File: config.mk
export PLATFORM = sky130hd
export DESIGN_NAME = cell_wbus
export DESIGN_NICKNAME = d
export VERILOG_FILES = /design/src/rtl/cell_pkg.sv /design/src/rtl/cell_reach_net.sv /design/src/rtl/cell_wbus.sv
export SDC_FILE = /design/constraint.sdc
export NUM_CORES = 1
export LEC_CHECK = 0
export ABC_AREA = 1
export CAP_MARGIN = 5
export CORE_ASPECT_RATIO = 1.5
export CORE_MARGIN = 4
export CORE_UTILIZATION = 47
export DETAILED_ROUTE_END_ITERATION = 10
export GPL_TIMING_DRIVEN = 1
export HOLD_SLACK_MARGIN = 0.1
export PLACE_DENSITY = 0.88
export SETUP_SLACK_MARGIN = 0.5
export SKIP_LAST_GASP = 1
export SLEW_MARGIN = 20
export SYNTH_ARGS = -nofsm -noshare
export SYNTH_HDL_FRONTEND = slang
export SYNTH_SLANG_ARGS = --single-unit
File: constraint.sdc
create_clock -name clk -period 2 [get_ports clk]
set_input_delay 0.3 -clock clk [delete_from_list [all_inputs] [get_ports clk]]
set_output_delay 0.3 -clock clk [all_outputs]
set_load 0.01 [all_outputs]
File: src/rtl/cell_pkg.sv
// Shared types and helper functions for the precharged wired-bus cell.
// Lane data is combined byte by byte so one helper covers every lane width.
package cell_pkg;

  typedef enum logic [1:0] {IDLE, PRE, EVAL, HOLD} state_t;

  localparam logic MODE_OR  = 1'b0;
  localparam logic MODE_AND = 1'b1;
  localparam int   MAX_W    = 1024;

  // The precharge value is the identity of the wired function (OR: 0, AND: all-ones).
  function automatic logic [MAX_W-1:0] precharge_val(input logic mode, input int w);
    logic [MAX_W-1:0] v;
    v = '0;
    if (mode == MODE_AND) begin
      for (int b = 0; b < MAX_W; b++) begin
        if (b < w) v[b] = 1'b1;
      end
    end
    return v;
  endfunction

  function automatic logic [7:0] combine(input logic mode, input logic [7:0] a,
                                         input logic [7:0] b);
    return (mode == MODE_AND) ? (a & b) : (a | b);
  endfunction

endpackage

File: src/rtl/cell_reach_net.sv
// Combinational reach network: merges every enabled driver within RADIUS of each lane
// onto that lane's precharge value, or falls back to the keeper for floating lanes.
module cell_reach_net
  import cell_pkg::*;
#(
  parameter int               LANES     = 12,
  parameter int               WIDTH     = 1,
  parameter int               RADIUS    = 9,
  parameter logic [LANES-1:0] PRECHARGE = {LANES{1'b1}},
  parameter logic             MODE      = MODE_OR
) (
  input  logic [LANES-1:0]         en,
  input  logic [LANES*WIDTH*8-1:0] data,
  input  logic [LANES*WIDTH*8-1:0] keeper,
  output logic [LANES*WIDTH*8-1:0] result,
  output logic [LANES-1:0]         stale
);

  localparam int               W       = WIDTH * 8;
  localparam logic [MAX_W-1:0] PV_FULL = precharge_val(MODE, W);
  localparam logic [W-1:0]     PV      = PV_FULL[W-1:0];

  logic [W-1:0] acc;
  logic         hit;

  // Starting every lane from the precharge value also gives the right identity for
  // non-precharged lanes, so only the "nobody drove me" case needs special handling.
  always_comb begin
    result = '0;
    stale  = '0;
    acc    = PV;
    hit    = 1'b0;
    for (int j = 0; j < LANES; j++) begin
      acc = PV;
      hit = 1'b0;
      for (int i = 0; i < LANES; i++) begin
        if (en[i] && (((i > j) ? (i - j) : (j - i)) <= RADIUS)) begin
          for (int b = 0; b < WIDTH; b++) begin
            acc[b*8 +: 8] = combine(MODE, acc[b*8 +: 8], data[i*W + b*8 +: 8]);
          end
          hit = 1'b1;
        end
      end
      if (PRECHARGE[j] || hit) begin
        result[j*W +: W] = acc;
      end else begin
        result[j*W +: W] = keeper[j*W +: W];
        stale[j]         = 1'b1;
      end
    end
  end

endmodule

File: src/rtl/cell_wbus.sv
// Synchronous wired-bus cell: IDLE/PRE/EVAL/HOLD sequencer around the reach network,
// with a keeper that holds non-precharged lanes between transactions.
module cell_wbus
  import cell_pkg::*;
#(
  parameter int               LANES     = 12,
  parameter int               WIDTH     = 1,
  parameter int               RADIUS    = 9,
  parameter logic [LANES-1:0] PRECHARGE = {LANES{1'b1}},
  parameter logic             MODE      = MODE_OR
) (
  input  logic                     clk,
  input  logic                     rst_n,
  input  logic                     req_valid,
  output logic                     req_ready,
  input  logic [LANES-1:0]         drv_en,
  input  logic [LANES*WIDTH*8-1:0] drv_data,
  output logic                     res_valid,
  input  logic                     res_ready,
  output logic [LANES*WIDTH*8-1:0] res_data,
  output logic [LANES-1:0]         res_stale
);

  localparam int W = WIDTH * 8;

  state_t                 state;
  logic [LANES-1:0]       en_q;
  logic [LANES*W-1:0]     data_q;
  logic [LANES*W-1:0]     keeper;
  logic [LANES*W-1:0]     nxt_data;
  logic [LANES-1:0]       nxt_stale;

  cell_reach_net #(
    .LANES    (LANES),
    .WIDTH    (WIDTH),
    .RADIUS   (RADIUS),
    .PRECHARGE(PRECHARGE),
    .MODE     (MODE)
  ) u_net (
    .en    (en_q),
    .data  (data_q),
    .keeper(keeper),
    .result(nxt_data),
    .stale (nxt_stale)
  );

  assign req_ready = (state == IDLE);
  assign res_valid = (state == HOLD);

  // PRE is a pure sequencing phase: the precharge/keeper base is folded into the
  // reach network and only captured at the end of EVAL.
  always_ff @(posedge clk or negedge rst_n) begin
    if (!rst_n) begin
      state     <= IDLE;
      en_q      <= '0;
      data_q    <= '0;
      keeper    <= '0;
      res_data  <= '0;
      res_stale <= '0;
    end else begin
      case (state)
        IDLE: begin
          if (req_valid) begin
            en_q   <= drv_en;
            data_q <= drv_data;
            state  <= PRE;
          end
        end
        PRE: state <= EVAL;
        EVAL: begin
          res_data  <= nxt_data;
          res_stale <= nxt_stale;
          for (int j = 0; j < LANES; j++) begin
            if (!PRECHARGE[j]) keeper[j*W +: W] <= nxt_data[j*W +: W];
          end
          state <= HOLD;
        end
        HOLD: begin
          if (res_ready) state <= IDLE;
        end
        default: state <= IDLE;
      endcase
    end
  end

endmodule

; ---- Word-level counts from Yosys, hierarchy flattened
; Index checks and enable logic that the tools add are counted.
; W data, S select, Z words.
[totals]
out_inout_bits = 110
wordCells = 78
regBits = 206
[op_classes]
muxes = 36
bitwise = 30
reduce_logical = 3
n_eq_ne = 5
[ops]
columns = cell, n
row1 = $mux W8, 33
row2 = $or A8 B8 Y8, 30
row3 = $pmux W2 S4, 1
row4 = $eq A2 B2 Y1 const B, 2
row5 = $mux W2, 2
row6 = $reduce_and A2 Y1, 2
row7 = $eq A2 B1 Y1 const B, 1
row8 = $logic_not A2 Y1, 1
row9 = $ne A2 B1 Y1 const B, 1
row10 = $ne A2 B2 Y1 const B, 1

; ---- Logic depth before layout (Yosys ltp)
; Gate-level depths: netlist of the first run.
[depth]
word_depth = 23
mapped_depth = 10

; ---- Hierarchy
; From an unflattened synthesis of the first run, not the netlist that was laid out.
[unflattened]
cells_unflattened = 1238
area_unflattened_um2 = 10092.2
[by_module_without_submodules]
columns = mod, seq_area_each_um2, instances, area_per_inst_um2, cells_per_inst
row1 = cell_wbus, 5455.2, 1, 8466.9, 946
row2 = cell_reach_net, 0.0, 1, 1625.3, 292

; ---- Worst setup path before layout of the first run
; OpenSTA, ideal clock, no wires.
[synth_timing]
path_type = flip-flop to flip-flop
start = reg state[0]
end = reg data_q[62]
path_stages_with_launch = 7
slack_ps = 463
t_arrival_ps = 1412
path_buffers = 2
required_ps = 1875
setup_time_ps = 125
period_less_slack_ps = 1537
path_cell_list = dfrtp_1 -> inv_1 -> ha_1 -> nand2_2 -> buf_6 -> buf_6 -> mux2_4
[synth_via]
elab_chain_cells = 2
[synth_lines]
columns = item, line_no
row1 = start: declaration, cell_wbus.sv:26  ; state_t state;
row2 = start signal: assignment, cell_wbus.sv:54  ; state <= IDLE;
row3 = start signal: assignment, cell_wbus.sv:66  ; state <= PRE;
row4 = start signal: assignment, cell_wbus.sv:69  ; PRE: state <= EVAL;
row5 = $logic_not A2 Y1, n/a
row6 = named net req_ready, cell_wbus.sv:15  ; output logic req_ready,
row7 = $reduce_and A2 Y1 (no line), n/a
row8 = end signal: assignment, cell_wbus.sv:65  ; data_q <= drv_data;
row9 = end: declaration, cell_wbus.sv:28  ; logic [LANES*W-1:0] data_q;
; The timed path passes the listed nets, and every way through them passes these cells.
; A chain may end at the register's enable or synchronous reset.

; ---- Worst setup path in the final report of the first run
[layout_timing]
start = reg state[1]
end = reg en_q[2]
[layout_via]
elab_chain_cells = 2
[layout_lines]
columns = item, line_no
row1 = $logic_not A2 Y1, cell_wbus.sv:61  ; case (state)
row2 = $reduce_and A2 Y1 (no line), n/a
row3 = end signal: assignment, cell_wbus.sv:64  ; en_q <= drv_en;
row4 = end: declaration, cell_wbus.sv:27  ; logic [LANES-1:0] en_q;
; No other way between the ends.

==> results.json, run 1 <==
{
  "gp_congestion": 0.845,
  "fill_cells": 1039,
  "skew_ps": 8.23,
  "final_nets": 1044,
  "hold_path_class": "input pin to asynchronous set/reset pin",
  "ir_worst_vdd_mv": 0.731,
  "core_um2": 14700,
  "dp_hpwl_um": 13800,
  "drcViolationCount": 0,
  "ys_ff_latch": 150,
  "cp.arrival_ps": 2010,
  "seq_area_frac_synth_pct": 52.7,
  "rsz0062_at_grt": "true",
  "clk_path_buf_depth": 2,
  "gr-usage-all-layers_pct": 23.0,
  "layout.cells.most_common": "nand2_1",
  "routed_wl_um": 23300,
  "min_period_ps": 1710,
  "numCtsBuffers": 17,
  "crit_slowest_cell": "dfrtp_2",
  "final_util_pct": 70.7,
  "die-area_um2": 17200,
  "antenna_found_initial": 5,
  "vias_per_cell": 5.24,
  "leakage_nw": 4.74,
  "powerDensity_nw_per_um2": 1670,
  "avgSynthCellArea_um2": 9.98,
  "status": "finished clean",
  "path_class": "flop to flop",
  "maxCapViolCount": 0,
  "drive_above_1_share_pct": 31.8,
  "synth_area_um2": 7130,
  "worstMarginPinSlew_ps": 522,
  "start_util_pct": 48.4,
  "final-hold-violation-count": 0,
  "drt-wirelength-per-cell_um": 20.4,
  "clock-root-buffer": "clkbuf_16",
  "slew_headroom_pct": 65.1,
  "multi_input_area_um2": 2810,
  "io_pins": 222,
  "cts_num_sinks": 150,
  "crit_fanout": 8,
  "fin_crit_sh_pct": 85.5,
  "ys_warn_count": 0,
  "slew_viol_final": 0,
  "crit_path_end_kind": "flop",
  "std_cell_rows": 54,
  "drtIter0Drc": 301,
  "cts.reportedPaths.clkPinSlew_ps": 60,
  "startpoint_type": "flop",
  "seqCellArea_um2": 3770,
  "syn_inst": 714,
  "final-setup-viol-count": 0,
  "required_ps": 2300,
  "drt.antenna.violating_nets": 0,
  "critPathMaxStageDelay_ps": 390,
  "dieWidth_um": 109,
  "fmax_mhz": 585,
  "path_cells": "inv_2 > ha_4 > buf_4 > buf_12 > nand2_8 > clkbuf_16 > mux2_2",
  "grt_pass1_vias": 5739,
  "synthDistinctLibCells": 21,
  "io_buffers": 209,
  "htreeDepth": 4,
  "cts_tree": "built",
  "grt_max_degree": 53,
  "die_h_um": 159,
  "syn_to_final_growth_pct": 46.2,
  "vias": 5989,
  "grt_pass1_wl_um": 30200,
  "grt_overflow": 0,
  "drt_pass1_iterations": 5,
  "fin_setup_tns_ps": 0,
  "most-common-layout-cells": "nand2_1, dfrtp_1, clkdlybuf4s50_1",
  "insertion_delay_ps": 420
}
what timing repair did:
item | CTS | global route
buffers inserted | 14 | 30
hold buffers | 1 | 0
endpoints found under the hold margin | 30 | 0
gates cloned | 5 | 16
pin swaps | 0 | 20
setup endpoints to repair | 196 | 186
gates resized for setup | 151 | 112
area by class of cell:
type,count,share of cell area [%]
flip-flops and latches,150,36.2
repair buffers,281,27.6
multi-input cells,443,26.9
clock buffers,21,4.42
well taps,196,2.35
inverters,35,1.30
clock inverters,11,0.961
diodes,5,0.120
repair inverters,1,0.0721
synthesized netlist by cell type (all sizes together):
| master | number | share of area (%) |
|---|---|---|
| nand2 | 177 | 9.4 |
| dfrtp | 150 | 53 |
| mux2 | 99 | 16 |
| buf | 90 | 9.0 |
| nor2 | 65 | 3.4 |
| inv | 35 | 1.8 |
| nand3 | 29 | 2.0 |
| a21oi | 21 | 1.5 |
| or2 | 14 | 1.2 |
| o21ai | 13 | 0.91 |
| clkbuf | 8 | 0.42 |
| nand3b | 6 | 0.63 |
| ha | 3 | 0.53 |
| a31oi | 2 | 0.18 |
| conb | 1 | 0.053 |
| o22ai | 1 | 0.088 |
power by group:
| part | internal (mW) | switching (mW) |
|---|---|---|
| Clock | 1.78 | 1.25 |
| Combinational | 4.32 | 4.22 |
| Sequential | 4.56 | 1.28 |
| Total | 10.7 | 6.75 |
state kept, by name, indices dropped and copies added, names as in the netlist:
register and cells:
data_q 96, state 2, res_data 40, en_q 12
final timing paths:
check | end | start | cells after the start | slack (ps)
max | en_q[2] | state[1] | 7 | 290
min | res_data[7] | rst_n | 2 | 340
max reg2reg | en_q[2] | state[1] | 7 | 290
min reg2reg | res_data[5] | res_data[5] | 2 | 490
max in group asynchronous | res_data[76] | rst_n | 3 | 1020
min in group clk | data_q[25] | drv_data[25] | 3 | 480
metrics by stage:
step           cell area, um2  power, mW  cells  hold slack [ps]  setup WS, ps
6_report                10400       17.4   1143              335           290
5_1_grt                 10400       18.4   1143              381           215
4_1_cts                  9770       15.9   1092              347           274
3_5_place_dp             8980       12.7   1040              217           318
3_3_place_gp             8980       12.5   1040              215           341
2_1_floorplan            7170       10.2    725             4.41           512
cells by family after synthesis:
group	after synthesis	synth area share, %
muxes	99	16.2
other	1	0.0526
and+or+nand+nor	291	16.7
DFF	150	52.7
buffers and inverters	133	11.2
adders and majority gates	3	0.527
AOI/OAI and AO/OA	37	2.65
per-layer routing:
layer	routed length, um	track usage [%]	vias up
met5	0	0	-
li1	-	-	2660
met2	12100	39.6	350
met4	1690	13.0	0
met3	1700	5.56	98
met1	7830	25.3	2881
critical path: cells and delay by family (launching register included):
family	cells	cell delay, ps
and+or+nand+nor	1	140
muxes	1	330
DFF	1	390
buffers and inverters	4	540
adders and majority gates	1	180
(Power assumes the default switching activity.)
==> inputs of run 2 (changes only) <==
Settings changed: CELL_PAD_IN_SITES_DETAIL_PLACEMENT from default to 1, CELL_PAD_IN_SITES_GLOBAL_PLACEMENT from default to 1, CORE_UTILIZATION 47 to 35, CTS_CLUSTER_DIAMETER from default to 60, HOLD_SLACK_MARGIN 0.1 to default, PLACE_DENSITY 0.88 to 0.87.
==> run 2 against run 1 <==
Count of clock-buffer cells in the layout did not move; critical path depth did not move; first-iteration DRC count grew 18%.
==> results.json, run 2 (synthesized netlist as in run 1, its figures left out) <==
{
  "most-common-layout-cells": "nand2_1, dfrtp_1, clkdlybuf4s50_1",
  "syn_to_final_growth_pct": 55.0,
  "fmax_mhz": 584,
  "ir_worst_vdd_mv": 0.715,
  "skew_ps": 14.7,
  "io_pins": 222,
  "start_util_pct": 35.9,
  "startpoint_type": "flop",
  "cp.arrival_ps": 2020,
  "htreeDepth": 4,
  "grt_pass1_vias": 6506,
  "dpl_worst_slack_ps": 213,
  "drive_above_1_share_pct": 35.3,
  "gr-usage-all-layers_pct": 21.3,
  "dp_hpwl_um": 16300,
  "antenna_found_initial": 5,
  "min_period_ps": 1710,
  "layout.cells.most_common": "nand2_1",
  "drt_pass1_iterations": 4,
  "die_h_um": 183,
  "leakage_nw": 4.94,
  "path_class": "flop to flop",
  "die-area_um2": 22800,
  "maxCapViolCount": 0,
  "fin_crit_sh_pct": 85.7,
  "vias": 6020,
  "std_cell_rows": 63,
  "crit_path_end_kind": "flop",
  "powerDensity_nw_per_um2": 1720,
  "multi_input_area_um2": 3090,
  "vias_per_cell": 4.95,
  "final_nets": 1052,
  "cts_tree": "built",
  "dieWidth_um": 125,
  "slew_headroom_pct": 57.2,
  "worstMarginPinSlew_ps": 641,
  "cts.reportedPaths.clkPinSlew_ps": 70,
  "final-setup-viol-count": 0,
  "required_ps": 2300,
  "top_usage_layer": "met2",
  "grt_overflow": 0,
  "io_buffers": 209,
  "largest_reg_flops": 96,
  "cts_num_sinks": 150,
  "use_met3_pct": 4.72,
  "drtIter0Drc": 354,
  "insertion_delay_ps": 430,
  "final-hold-violation-count": 0,
  "drt-wirelength-per-cell_um": 22.5,
  "routed_wl_um": 27400,
  "fin_setup_tns_ps": 0,
  "drcViolationCount": 0,
  "clock-root-buffer": "clkbuf_16",
  "gp_congestion": 0.790,
  "slew_viol_final": 0,
  "core_um2": 19900,
  "grt.met1_usage_pct": 22.0,
  "regMostFlops": "data_q",
  "status": "finished clean",
  "worstRegToRegCells": 7,
  "numCtsBuffers": 17,
  "layout_setup_ws_ps": 287,
  "grt_max_degree": 59,
  "grt_util_met2_pct": 40.7,
  "largestRegisters": "data_q (96), res_data (40), en_q (12)",
  "drt.antenna.violating_nets": 0,
  "fill_cells": 2111,
  "rsz0062_at_grt": "true",
  "grt_pass1_wl_um": 37300,
  "crit_fanout": 5,
  "clk_path_buf_depth": 2,
  "seqCellArea_um2": 3770,
  "hold_path_class": "input pin to asynchronous set/reset pin"
}
-- run 2: metrics by stage --
stage	util [%]	cell area (um2)	std cells	hold slack (ps)	power [mW]
global route	55.6	11000	1215	478	20.1
floorplan	-	7170	725	4.41	10.2
CTS	51.7	10300	1179	433	17.2
global placement	45.7	9080	1110	321	12.6
finish	55.6	11000	1216	406	19.0
detailed placement	45.7	9080	1110	333	13.1
-- run 2: per-layer routing --
metal | part of all wire, % | routed length (um) | up-vias
li1 | - | - | 2668
met2 | 56 | 15200 | 249
met4 | 5.7 | 1550 | 0
met5 | 0 | 0 | -
met3 | 5.2 | 1430 | 76
met1 | 34 | 9200 | 3027
-- run 2: repair_timing --
item / 4_1_cts / 5_1_grt
hold buffers: 1 / 0
hold endpoints to repair: 54 / 0
setup buffers: 26 / 21
pin swaps: 19 / 27
setup endpoints to repair: 221 / 174
gates resized for setup: 228 / 133
cloned: 10 / 10
-- run 2: final timing paths --
| path | slack [ps] | start | end |
|---|---|---|---|
| min | 410 | rst_n | data_q[11] |
| max in group asynchronous | 860 | rst_n | en_q[4] |
| min in group clk | 470 | res_data[88] | res_data[88] |
| min reg2reg | 470 | res_data[88] | res_data[88] |
| max reg2reg | 290 | state[0] | data_q[16] |
| max | 290 | state[0] | data_q[16] |
-- run 2: worst max-delay path, cell delays in order, from the launching register on --
cell and delay, ps:
dfrtp_1 420, inv_2 110, ha_4 170, buf_12 150, nand2_8 80, buf_12 170, clkbuf_16 150, mux2_4 320
-- run 2: area by class of cell --
type | instances | area share [%]
flip-flops and latches | 150 | 34.2
repair buffers | 289 | 28.1
multi-input cells | 444 | 28.0
clock buffers | 21 | 4.26
well taps | 260 | 2.95
inverters | 35 | 1.26
clock inverters | 11 | 1.11
diodes | 6 | 0.136
-- run 2: report_power, final --
| group | switching, mW | internal, mW |
|---|---|---|
| Sequential | 1.36 | 4.57 |
| Clock | 1.32 | 1.94 |
| Combinational | 4.89 | 4.89 |
| Total | 7.57 | 11.4 |
